==> config.mk <==
export PLATFORM = sky130hd
export DESIGN_NAME = pwm_capture_flat
export DESIGN_NICKNAME = d
export VERILOG_FILES = /design/src/rtl/pwm_capture_if.sv /design/src/rtl/pwm_capture.sv /design/src/flat_wrapper.sv
export SDC_FILE = /design/constraint.sdc
export NUM_CORES = 1
export LEC_CHECK = 0
export BUFFER_PORTS_ARGS = -buffer_cell sky130_fd_sc_hd__clkbuf_2
export CAP_MARGIN = 15
export CORE_AREA = 2 2 125 127
export CTS_CLUSTER_SIZE = 16
export DETAILED_ROUTE_END_ITERATION = 16
export DIE_AREA = 0 0 127 129
export GPL_TIMING_DRIVEN = 0
export PLACE_DENSITY = 0.84
export SLEW_MARGIN = 30
export SYNTH_ARGS = -nofsm -noshare
export SYNTH_HDL_FRONTEND = slang
export SYNTH_SLANG_ARGS = --single-unit
==> constraint.sdc <==
create_clock -name clk -period 8.1 [get_ports clk]
set_clock_uncertainty 0.15 [all_clocks]
set_input_delay 0.81 -clock clk [delete_from_list [all_inputs] [get_ports clk]]
set_output_delay 0.81 -clock clk [all_outputs]
set_load 0.005 [all_outputs]
==> src/rtl/pwm_capture_if.sv <==
// pwm_capture_if: capture-side signal bundle for pwm_capture.
//   en_i / in_i          : capture enable and raw (asynchronous) PWM line
//   high_count_o         : last measured high time, clk cycles
//   period_count_o       : last measured rise-to-rise period, clk cycles
//   duty_o               : last normalised duty code
//   valid_o              : one-cycle strobe, all results update together
//   timeout_flag_o       : loss-of-signal level
//   busy_o               : divider running
// slave = the capture block, master = whoever drives the PWM line.
interface pwm_capture_if #(
    parameter int nbits    = 10,
    parameter int cnt_bits = 24
);
    logic                en_i;
    logic                in_i;
    logic [cnt_bits-1:0] high_count_o;
    logic [cnt_bits-1:0] period_count_o;
    logic [nbits-1:0]    duty_o;
    logic                valid_o;
    logic                timeout_flag_o;
    logic                busy_o;

    modport slave (
        input  en_i, in_i,
        output high_count_o, period_count_o, duty_o, valid_o, timeout_flag_o, busy_o
    );

    modport master (
        output en_i, in_i,
        input  high_count_o, period_count_o, duty_o, valid_o, timeout_flag_o, busy_o
    );
endinterface

==> src/rtl/pwm_capture.sv <==
// pwm_capture: measures high time, period and normalised duty of a PWM line.
//   clk  : system clock
//   rst  : synchronous, active-high reset
//   bus  : pwm_capture_if.slave (enable, PWM input, results, valid, flags)
// The input is synchronised (2 FF) and edge-detected in a third register, so
// both edges see the same 3-cycle latency and widths are exact. A restoring
// divider produces duty = floor(H * 2^nbits / P), one quotient bit per cycle.
module pwm_capture #(
    parameter int nbits          = 10,
    parameter int cnt_bits       = 24,
    parameter int timeout_cycles = 480000
) (
    input  logic         clk,
    input  logic         rst,
    pwm_capture_if.slave bus
);

    if (!(nbits >= 2 && (nbits + 2) < timeout_cycles &&
          longint'(timeout_cycles) < (longint'(1) << cnt_bits))) begin : g_param_chk
        $error("pwm_capture: parameter constraint violated");
    end

    localparam int                  BW = $clog2(nbits);
    localparam logic [cnt_bits-1:0] TO = cnt_bits'(timeout_cycles);

    typedef enum logic [1:0] {IDLE, DIV, DONE} state_t;

    state_t state_q, state_d;

    logic                meta_q, sync_q, dly_q, rise_q, fall_q;
    logic [cnt_bits-1:0] cnt_q;
    logic                armed_q;
    logic [cnt_bits-1:0] shadow_q;
    logic [cnt_bits-1:0] rem_q, divisor_q, hop_q;
    logic [nbits-1:0]    quo_q;
    logic                sat_q;
    logic [BW-1:0]       bitcnt_q;
    logic [cnt_bits-1:0] high_q, period_q;
    logic [nbits-1:0]    duty_q;
    logic                flag_q, to_pulse_q;

    logic                start, finish, to_hit, ge;
    logic [cnt_bits:0]   rem_sh;
    logic [cnt_bits-1:0] diff, rem_nx;
    logic [nbits-1:0]    quo_nx;

    // A rise on an idle divider starts a measurement; a rise while busy is
    // simply dropped (cnt still restarts below).
    assign start  = armed_q && rise_q && (state_q == IDLE);
    assign finish = (state_q == DIV) && (bitcnt_q == BW'(nbits - 1));
    // flag_q gating makes loss-of-signal a single event until a real
    // measurement clears it. A coincident rise wins over the threshold.
    assign to_hit = (cnt_q == TO) && !rise_q && (state_q == IDLE) && !flag_q;

    // Restoring step. The remainder is always below the divisor, so the
    // difference fits in cnt_bits; the saturated case discards the quotient.
    always_comb begin
        rem_sh = {rem_q, 1'b0};
        ge     = rem_sh >= {1'b0, divisor_q};
        diff   = rem_sh[cnt_bits-1:0] - divisor_q;
        rem_nx = ge ? diff : rem_sh[cnt_bits-1:0];
        quo_nx = {quo_q[nbits-2:0], ge};
    end

    always_comb begin
        state_d = state_q;
        case (state_q)
            IDLE:    if (start)  state_d = DIV;
            DIV:     if (finish) state_d = DONE;
            DONE:    state_d = IDLE;
            default: state_d = IDLE;
        endcase
        if (!bus.en_i) state_d = IDLE;
    end

    always_ff @(posedge clk) begin
        if (rst) begin
            state_q    <= IDLE;
            meta_q     <= 1'b0;
            sync_q     <= 1'b0;
            dly_q      <= 1'b0;
            rise_q     <= 1'b0;
            fall_q     <= 1'b0;
            cnt_q      <= '0;
            armed_q    <= 1'b0;
            shadow_q   <= '0;
            rem_q      <= '0;
            divisor_q  <= '0;
            hop_q      <= '0;
            quo_q      <= '0;
            sat_q      <= 1'b0;
            bitcnt_q   <= '0;
            high_q     <= '0;
            period_q   <= '0;
            duty_q     <= '0;
            flag_q     <= 1'b0;
            to_pulse_q <= 1'b0;
        end else begin
            // synchroniser and edge detect run regardless of en
            meta_q     <= bus.in_i;
            sync_q     <= meta_q;
            dly_q      <= sync_q;
            rise_q     <= sync_q & ~dly_q;
            fall_q     <= ~sync_q & dly_q;
            state_q    <= state_d;
            to_pulse_q <= 1'b0;

            if (!bus.en_i) begin
                cnt_q    <= '0;
                armed_q  <= 1'b0;
                shadow_q <= '0;
                flag_q   <= 1'b0;
            end else begin
                if (rise_q)            cnt_q <= cnt_bits'(1);
                else if (cnt_q != TO)  cnt_q <= cnt_q + cnt_bits'(1);

                if (rise_q)      armed_q <= 1'b1;
                else if (to_hit) armed_q <= 1'b0;

                if (fall_q && armed_q) shadow_q <= cnt_q;

                if (start) begin
                    rem_q     <= shadow_q;
                    divisor_q <= cnt_q;
                    hop_q     <= shadow_q;
                    sat_q     <= shadow_q >= cnt_q;
                    quo_q     <= '0;
                    bitcnt_q  <= '0;
                end else if (state_q == DIV) begin
                    rem_q    <= rem_nx;
                    quo_q    <= quo_nx;
                    bitcnt_q <= bitcnt_q + BW'(1);
                end

                // results land on the edge into DONE so they are visible
                // together with valid
                if (finish) begin
                    high_q   <= hop_q;
                    period_q <= divisor_q;
                    duty_q   <= sat_q ? '1 : quo_nx;
                    flag_q   <= 1'b0;
                end

                if (to_hit) begin
                    high_q     <= '0;
                    period_q   <= '0;
                    duty_q     <= {nbits{sync_q}};
                    flag_q     <= 1'b1;
                    to_pulse_q <= 1'b1;
                end
            end
        end
    end

    assign bus.high_count_o   = high_q;
    assign bus.period_count_o = period_q;
    assign bus.duty_o         = duty_q;
    assign bus.valid_o        = (state_q == DONE) | to_pulse_q;
    assign bus.timeout_flag_o = flag_q;
    assign bus.busy_o         = (state_q != IDLE);

endmodule

==> src/flat_wrapper.sv <==
// flat-port wrapper written by rule: the top's interface ports become plain ports
module pwm_capture_flat 
#(
    parameter int nbits          = 10,
    parameter int cnt_bits       = 24,
    parameter int timeout_cycles = 480000
)
  (clk, rst, bus_en_i, bus_in_i, bus_high_count_o, bus_period_count_o, bus_duty_o, bus_valid_o, bus_timeout_flag_o, bus_busy_o);
  pwm_capture_if #(.nbits(nbits), .cnt_bits(cnt_bits)) bus_i ();
  input  logic clk;
  input  logic rst;
  input wire logic [$bits(bus_i.en_i)-1:0] bus_en_i;
  input wire logic [$bits(bus_i.in_i)-1:0] bus_in_i;
  output wire logic [$bits(bus_i.high_count_o)-1:0] bus_high_count_o;
  output wire logic [$bits(bus_i.period_count_o)-1:0] bus_period_count_o;
  output wire logic [$bits(bus_i.duty_o)-1:0] bus_duty_o;
  output wire logic [$bits(bus_i.valid_o)-1:0] bus_valid_o;
  output wire logic [$bits(bus_i.timeout_flag_o)-1:0] bus_timeout_flag_o;
  output wire logic [$bits(bus_i.busy_o)-1:0] bus_busy_o;
  assign bus_i.en_i = bus_en_i;
  assign bus_i.in_i = bus_in_i;
  assign bus_high_count_o = bus_i.high_count_o;
  assign bus_period_count_o = bus_i.period_count_o;
  assign bus_duty_o = bus_i.duty_o;
  assign bus_valid_o = bus_i.valid_o;
  assign bus_timeout_flag_o = bus_i.timeout_flag_o;
  assign bus_busy_o = bus_i.busy_o;
  pwm_capture #(.nbits(nbits), .cnt_bits(cnt_bits), .timeout_cycles(timeout_cycles)) u_core (.clk(clk), .rst(rst), .bus(bus_i));
endmodule
==> results of run 1 <==
-- power by group through the flow --
stage | Sequential, mW | Combinational [mW] | Clock (mW)
finish | 0.996 | 0.0333 | 0.990
CTS | 0.996 | 0.0324 | 0.990
detailed placement | 1.02 | 0.0320 | 0
global placement | 1.02 | 0.0315 | 0
floorplan | 1.02 | 0.0213 | 0
global route | 0.996 | 0.0358 | 1.03
-- flip-flops by register name, indices dropped and copies added (netlist names), 2 cells and up --
register                   count
u_core.bus.high_count_o       24
u_core.quo_q                   9
u_core.bitcnt_q                4
u_core.state_q                 2
u_core.rem_q                  24
u_core.shadow_q               24
u_core.hop_q                  24
u_core.divisor_q              24
u_core.bus.duty_o             10
u_core.cnt_q                  24
u_core.bus.period_count_o     24
-- synthesized netlist by cell type, types with 6 or more instances --
master,number,share of area
nand3_1,67,0.035
a22oi_1,10,0.0078
clkbuf_1,50,0.020
a21o_1,15,0.012
nor2_1,109,0.043
o21a_1,6,0.0047
nor3_1,36,0.019
xnor2_1,36,0.033
ha_1,52,0.068
and2_1,6,0.0039
or3_1,12,0.0078
nor4_1,10,0.0065
buf_2,13,0.0068
nand2_1,146,0.057
nand3b_1,7,0.0055
a31oi_1,7,0.0046
a211oi_1,11,0.0086
nand4_1,7,0.0046
a22o_1,52,0.047
nor2b_1,12,0.0078
o21ai_0,16,0.0083
a21oi_1,131,0.068
dfxtp_1,202,0.42
inv_1,56,0.022
-- layout make-up --
class	count	area (sq um)	area share
multi-input combinational	824	5010	0.461
sequential	202	4040	0.372
clock buffer	30	619	0.0570
buffer	73	324	0.0298
timing repair buffer	63	315	0.0290
tap	188	235	0.0217
inverter	57	214	0.0197
clock inverter	8	98.8	0.00910
-- layer usage --
layer / part of all wire / global-route usage / vias to the layer above
li1: - / - / 4216
met1: 0.42 / 0.434 / 4176
met2: 0.43 / 0.521 / 434
met3: 0.090 / 0.0582 / 105
met4: 0.062 / 0.175 / 0
met5: 0 / 0 / -
-- placed cells by master, fill, tap and decap left out, types with 13 or more instances in the layout --
cell type / n
dfxtp_1: 202
nand2_1: 146
a21oi_1: 131
nor2_1: 109
nand3_1: 67
clkbuf_2: 63
inv_1: 56
clkbuf_1: 53
a22o_1: 52
ha_1: 52
nor3_1: 36
xnor2_1: 36
clkbuf_16: 21
o21ai_0: 16
a21o_1: 15
buf_2: 13
-- final timing paths --
path,slack [ns],from,to
max,4.75,u_core.divisor_q[1],u_core.rem_q[17]
min,0.28,u_core.dly_q,u_core.rise_q
max reg2reg,4.75,u_core.divisor_q[1],u_core.rem_q[17]
min reg2reg,0.28,u_core.dly_q,u_core.rise_q
-- logic make-up after synthesis --
group | Yosys count | synth area share
buf+inv | 130 | 0.0561
xor+xnor | 39 | 0.0356
compound gates | 288 | 0.200
simple gates | 438 | 0.210
flops | 202 | 0.422
mux | 6 | 0.00652
fa+ha+maj | 53 | 0.0699
-- worst max-delay path: stages (launching register included) --
cell	delay [ns]
dfxtp_1	0.47
inv_1	0.08
ha_1	0.31
nor2b_1	0.16
o2111ai_2	0.32
a21oi_2	0.11
o21ai_2	0.22
a31oi_4	0.16
o31ai_4	0.44
buf_2	0.35
nor2_1	0.09
a211oi_1	0.25
nor4_1	0.11
-- per-stage QoR --
stage | power [mW] | util
floorplan | 1.04 | -
global placement | 1.05 | 0.677
detailed placement | 1.05 | 0.677
CTS | 2.02 | 0.725
global route | 2.06 | 0.725
finish | 2.02 | 0.725
==> summary.md, run 1 <==
| Metric | Value |
|---|---|
| Status | complete, no violations |
| Cell Area, Placed | 10100 sq um |
| N_diodes | 0 |
| Crit Path Max Fanout | 10 |
| Finish-stage setup viols | 0 |
| Crit share post-route | 0.413 |
| PwrDens | 186 nW/um^2 |
| Static leakage | 4.18 nW |
| Gr ovfl total | 0 |
| Pint | 1.60 mW |
| Die Ht | 129 um |
| Post-synth EDFFs | 0 |
| Post-Route WL | 27300 um |
| Unrepaired setup endpoints after global routing | no |
| CTS root buffer | clkbuf_16 |
| Max cap viols | 0 |
| Initial antenna violation count | 0 |
| Share of cells above drive strength 1 | 0.112 |
| Post-placement cell count | 1407 |
| Clock Sinks | 202 |
| Worst vdd ir | 0.184 mV |
| Worst slew pin tran | 0.839 ns |
| DR WL/cell | 18.9 um |
| Average vias per placed instance | 6.18 |
| Vias in the first global route | 8479 |
| Clock Pin Slew Worst Setup and Hold Paths | 0.06 ns |
| CP arrival | 3.56 ns |
| Sum Neg Setup Slack | 0 ns |
| # DRC | 0 |
| Setup crit start kind | register |
| Floorplan core area | 15000 sq um |
| Clock power share | 0.490 |
| CTS Hold Bufs | 0 |
| Pre-Repair DR Iteration Count | 8 |
| Clk Latency, worst-skew pair | 0.50 ns |
| Synth warn | 0 |
| Sequential fraction of design power | 0.493 |
| Die width | 127 um |
| Die Footprint | 16400 sq um |
| Post-Syn Area | 9590 sq um |
| Worst hold slack | 0.285 ns |
| Setup crit end kind | register |
| Synth Register Bits | 202 |
| GRT Util Overall | 0.330 |
| Combinational share of power | 0.017 |
| H-tree depth | 1 |
| Fmax | 0.299 GHz |
| DP Worst Slack | 4.85 ns |
| P_sw | 0.421 mW |
| Total CTS buffers | 21 |
| Max Slew Vio Count | 0 |
| PnR worst setup slack | 4.75 ns |
| Starting Density | 0.641 |
| First-pass GRT wire length | 43200 um |
| FFs w/ async S/R, synth | 0 |
| Sequential cell area fraction in the yosys report | 0.422 |
| Hold Path Class | reg -> reg |
| ANT nets after route | 0 |
| Num rows | 45 |
| Largest net degree at the start of global routing | 15 |
| Detailed placement HPWL | 20300 um |
| Tmin final | 3.35 ns |
| # port buffers | 63 |
| DR iter-0 viols | 958 |
| DR vias | 8931 |
| Rel. slew slack | 0.441 |
| Avg Inst Size Synth | 8.30 sq um |
| Synthesized net count | 1213 |
| Critical path class | reg -> reg |
| Synth Instances | 1156 |
| Final Hold Vio Count | 0 |
| CTS tree | yes |
| Postcts setup bufs | 0 |
| # nets final | 1299 |
| Top-Level Pins | 65 |
| PostCTS Resize Cnt | 0 |
| Post-route cell area | 10900 sq um |
| Data required time of the critical path | 8.31 ns |
| Netlist cell types | 68 |
| P&R area growth vs syn | 13.2% |
| R2R depth | 12 |
| Primary FF master, synth | dfxtp_1 |
| Cell depth of the worst min-delay path | 1 |
| Non-Filler Instances | 1445 |
| # fillers | 1129 |
| Gp weighted congestion | 0.972 |
| Clk buf depth | 3 |
| Sw frac | 0.208 |
(Power assumes the default switching activity.)
==> run 2: changes to the inputs <==
--- a/config.mk
+++ b/config.mk
@@ -7,12 +7,12 @@
 export LEC_CHECK = 0
 export BUFFER_PORTS_ARGS = -buffer_cell sky130_fd_sc_hd__clkbuf_2
 export CAP_MARGIN = 15
-export CORE_AREA = 2 2 125 127
+export CORE_AREA = 2 2 136 138
 export CTS_CLUSTER_SIZE = 16
 export DETAILED_ROUTE_END_ITERATION = 16
-export DIE_AREA = 0 0 127 129
+export DIE_AREA = 0 0 138 140
 export GPL_TIMING_DRIVEN = 0
-export PLACE_DENSITY = 0.84
+export PLACE_DENSITY = 0.75
 export SLEW_MARGIN = 30
 export SYNTH_ARGS = -nofsm -noshare
 export SYNTH_HDL_FRONTEND = slang
==> constraint.sdc (replaced) <==
create_clock -name clk -period 2.75 [get_ports clk]
set_clock_uncertainty 0.15 [all_clocks]
set_input_delay 0.275 -clock clk [delete_from_list [all_inputs] [get_ports clk]]
set_output_delay 0.275 -clock clk [all_outputs]
set_load 0.005 [all_outputs]
==> run 2 against run 1 <==
- the flow now finishes with violations (negative setup slack)
- total power grew to 3.0 times the previous value
- utilization is 4.2 points lower
- fmax is 15% higher
- non-clock buffer count is 47 higher
- wire length is 10% higher
- final area is 12% higher
- die area is 18% higher
- combinational power grew to 3.2 times the previous value
- clock-buffer cell count is 3 lower
- cell count is 6.0% higher
- highest routed layer is now met5
==> summary.md, run 2 (same netlist as run 1, synthesis figures left out) <==
| Metric | Value |
|---|---|
| Status | finished with violations |
| Violated checks | negative setup slack |
| HP Start | bus_en_i |
| Critical path, cell by cell | inv_1, ha_1, buf_6, nand3_2, nor3_2, nand4_1, o211ai_2, o31ai_4, buf_6, buf_4, nor3_2, a211oi_1, o41ai_1 |
| PnR worst setup slack | -0.150 ns (-4.90 ns) |
| Power Total | 6.10 mW (+200%) |
| Cell depth of the worst min-delay path | 3 (+2) |
| Starting Density | 0.540 (-0.101) |
| Hold EP | u_core.sat_q |
| Setup crit start kind | register |
| Vias in the first global route | 8670 (+2.3%) |
| DR WL/cell | 19.6 um (+4.0%) |
| P_sw | 1.26 mW (+200%) |
| Most common cell after layout, fill and taps aside | dfxtp_1 |
| Critical path class | reg -> reg |
| Final core utilization | 0.683 (-0.0418) |
| Clock Sinks | 202 (unchanged) |
| Worst vdd ir | 0.636 mV (+250%) |
| Floorplan core area | 17800 sq um (+19%) |
| Data required time of the critical path | 2.99 ns (-5.32 ns) |
| Max Slew Vio Count | 0 (unchanged) |
| Die Ht | 140 um (+8.5%) |
| RR Endpoint | u_core.rem_q[2] |
| Slowest stage delay, CP | 0.35 ns (-0.12 ns) |
| CP top delay family | compound AO/OA/AOI/OAI gates |
| Setup crit end kind | register |
| Most frequent cells in the layout | dfxtp_1, nand2_1, a21oi_1 |
| Post-Route WL | 30000 um (+10%) |
| Detailed placement HPWL | 20500 um (+1.0%) |
| Crit share post-route | 1.05 (+0.641) |
| # DRC | 0 (unchanged) |
| WP buf/inv | 4 (+2) |
| Average vias per placed instance | 6.09 (-1.4%) |
| Sequential fraction of design power | 0.480 (-0.013) |
| CP max stage cell | o41ai_1 |
| Die Footprint | 19300 sq um (+18%) |
| CTS tree | yes |
| Tmin final | 2.90 ns (-0.449 ns) |
| Gr ovfl total | 0 (unchanged) |
| DR vias | 9328 (+4.4%) |
| Max cap viols | 0 (unchanged) |
| Hold Path Class | in -> reg |
| R2R depth | 13 (+1) |
| First-pass GRT wire length | 46000 um (+6.5%) |
| Pre-Repair DR Iteration Count | 5 (-3) |
| Combinational share of power | 0.017 (about the same) |
| Finish-stage setup viols | 22 (+22) |
| Static leakage | 4.63 nW (+11%) |
| Fmax | 0.345 GHz (+15%) |
| PwrDens | 502 nW/um^2 (+170%) |
| Origin of the critical flop-to-flop path | u_core.divisor_q[17] |
| Clk Latency, worst-skew pair | 0.51 ns (about the same) |
| Num rows | 49 (+8.9%) |
| Crit Path Max Fanout | 9 (-1) |
| R2R Setup Slk | -0.15 ns (-4.90 ns) |
| N_diodes | 0 (unchanged) |
| Clock power share | 0.502 (+0.012) |
| GRT Util Overall | 0.291 (-0.0390) |
| CP arrival | 3.14 ns (-0.42 ns) |
| # fillers | 1373 (+22%) |
| Unrepaired setup endpoints after global routing | yes |
| ANT nets after route | 0 (unchanged) |
| H-tree depth | 1 (unchanged) |
| Pint | 4.84 mW (+200%) |
| Die width | 138 um (+8.7%) |
| Rel. slew slack | 0.467 (+0.0259) |
| Total CTS buffers | 21 (unchanged) |
| Final Hold Vio Count | 0 (unchanged) |
| DR iter-0 viols | 1109 (+16%) |
| P&R area growth vs syn | 26.7% |
| # nets final | 1346 (+3.6%) |
| Largest net degree at the start of global routing | 15 (unchanged) |
| Worst slew pin tran | 0.800 ns (-0.0388 ns) |
| Initial antenna violation count | 1 (+1) |
| Clock Pin Slew Worst Setup and Hold Paths | 0.06 ns (about the same) |
| CTS root buffer | clkbuf_16 |
| Clk buf depth | 3 (unchanged) |
| Sw frac | 0.207 (-0.00101) |
| Share of cells above drive strength 1 | 0.233 (+0.121) |
| Gp weighted congestion | 0.921 (-5.2%) |
| Top-Level Pins | 65 (unchanged) |
| # port buffers | 63 (unchanged) |
==> run 2: metrics by stage <==
stage	std cells	instance area [sq um]	TNS, ns	hold WS [ns]	setup WS [ns]
2_1_floorplan	1156	9590	0	0.233	0.0915
6_report	1531	12200	-1.48	0.224	-0.150
4_1_cts	1512	11700	-0.318	0.196	-0.100
3_5_place_dp	1448	10200	-27.91	0.249	-0.526
5_1_grt	1531	12200	-3.24	0.240	-0.198
3_3_place_gp	1448	10200	-27.37	0.246	-0.488
==> run 2: final cells by class <==
cell class,count,area [sq um],area share
Timing Repair Buffer,112,722,0.0594
Sequential cell,202,4090,0.336
Tap cell,229,287,0.0236
Clock buffer,27,588,0.0484
Buffer,71,369,0.0304
Clock inverter,9,153,0.0126
Inverter,57,216,0.0178
Multi-Input combinational cell,824,5730,0.471
==> run 2: worst min-delay path, cell delays in order <==
cell and delay [ns]:
clkbuf_1 0.25, nand4b_1 0.22, o31a_1 0.11
==> run 2: power groups by stage <==
stage	Clock, mW	Sequential (mW)	Combinational [mW]
5_1_grt	3.18	2.93	0.114
3_3_place_gp	0	3.00	0.0952
4_1_cts	3.08	2.93	0.101
2_1_floorplan	0	3.00	0.0626
6_report	3.06	2.93	0.106
3_5_place_dp	0	3.00	0.0961
==> run 2: timing repair <==
action,CTS,global route
endpoints found under the setup margin,85,93
hold endpoints to repair,1,0
setup buffers,29,19
resized for setup,103,80
pin swaps,38,48
gates cloned,0,1
hold buffers,1,0
==> run 2: worst max-delay path by stage <==
stage                             to  slack, ns  depth (start not counted)                 start
global placement    u_core.rem_q[18]      -0.49                         12   u_core.divisor_q[1]
CTS                  u_core.rem_q[6]       -0.1                         13  u_core.divisor_q[18]
global route        u_core.rem_q[13]      -0.20                         12  u_core.divisor_q[17]
finish               u_core.rem_q[2]      -0.15                         13  u_core.divisor_q[17]
detailed placement  u_core.rem_q[11]      -0.53                         11   u_core.divisor_q[1]
floorplan           u_core.rem_q[12]       0.09                         11   u_core.divisor_q[1]
==> run 2: routing by layer <==
metal	global-route usage	routed length, um	vias up
met5	0	11	-
met4	0.113	1500	2
met3	0.0434	2360	110
met2	0.479	13500	465
met1	0.387	12700	4441
li1	-	-	4310
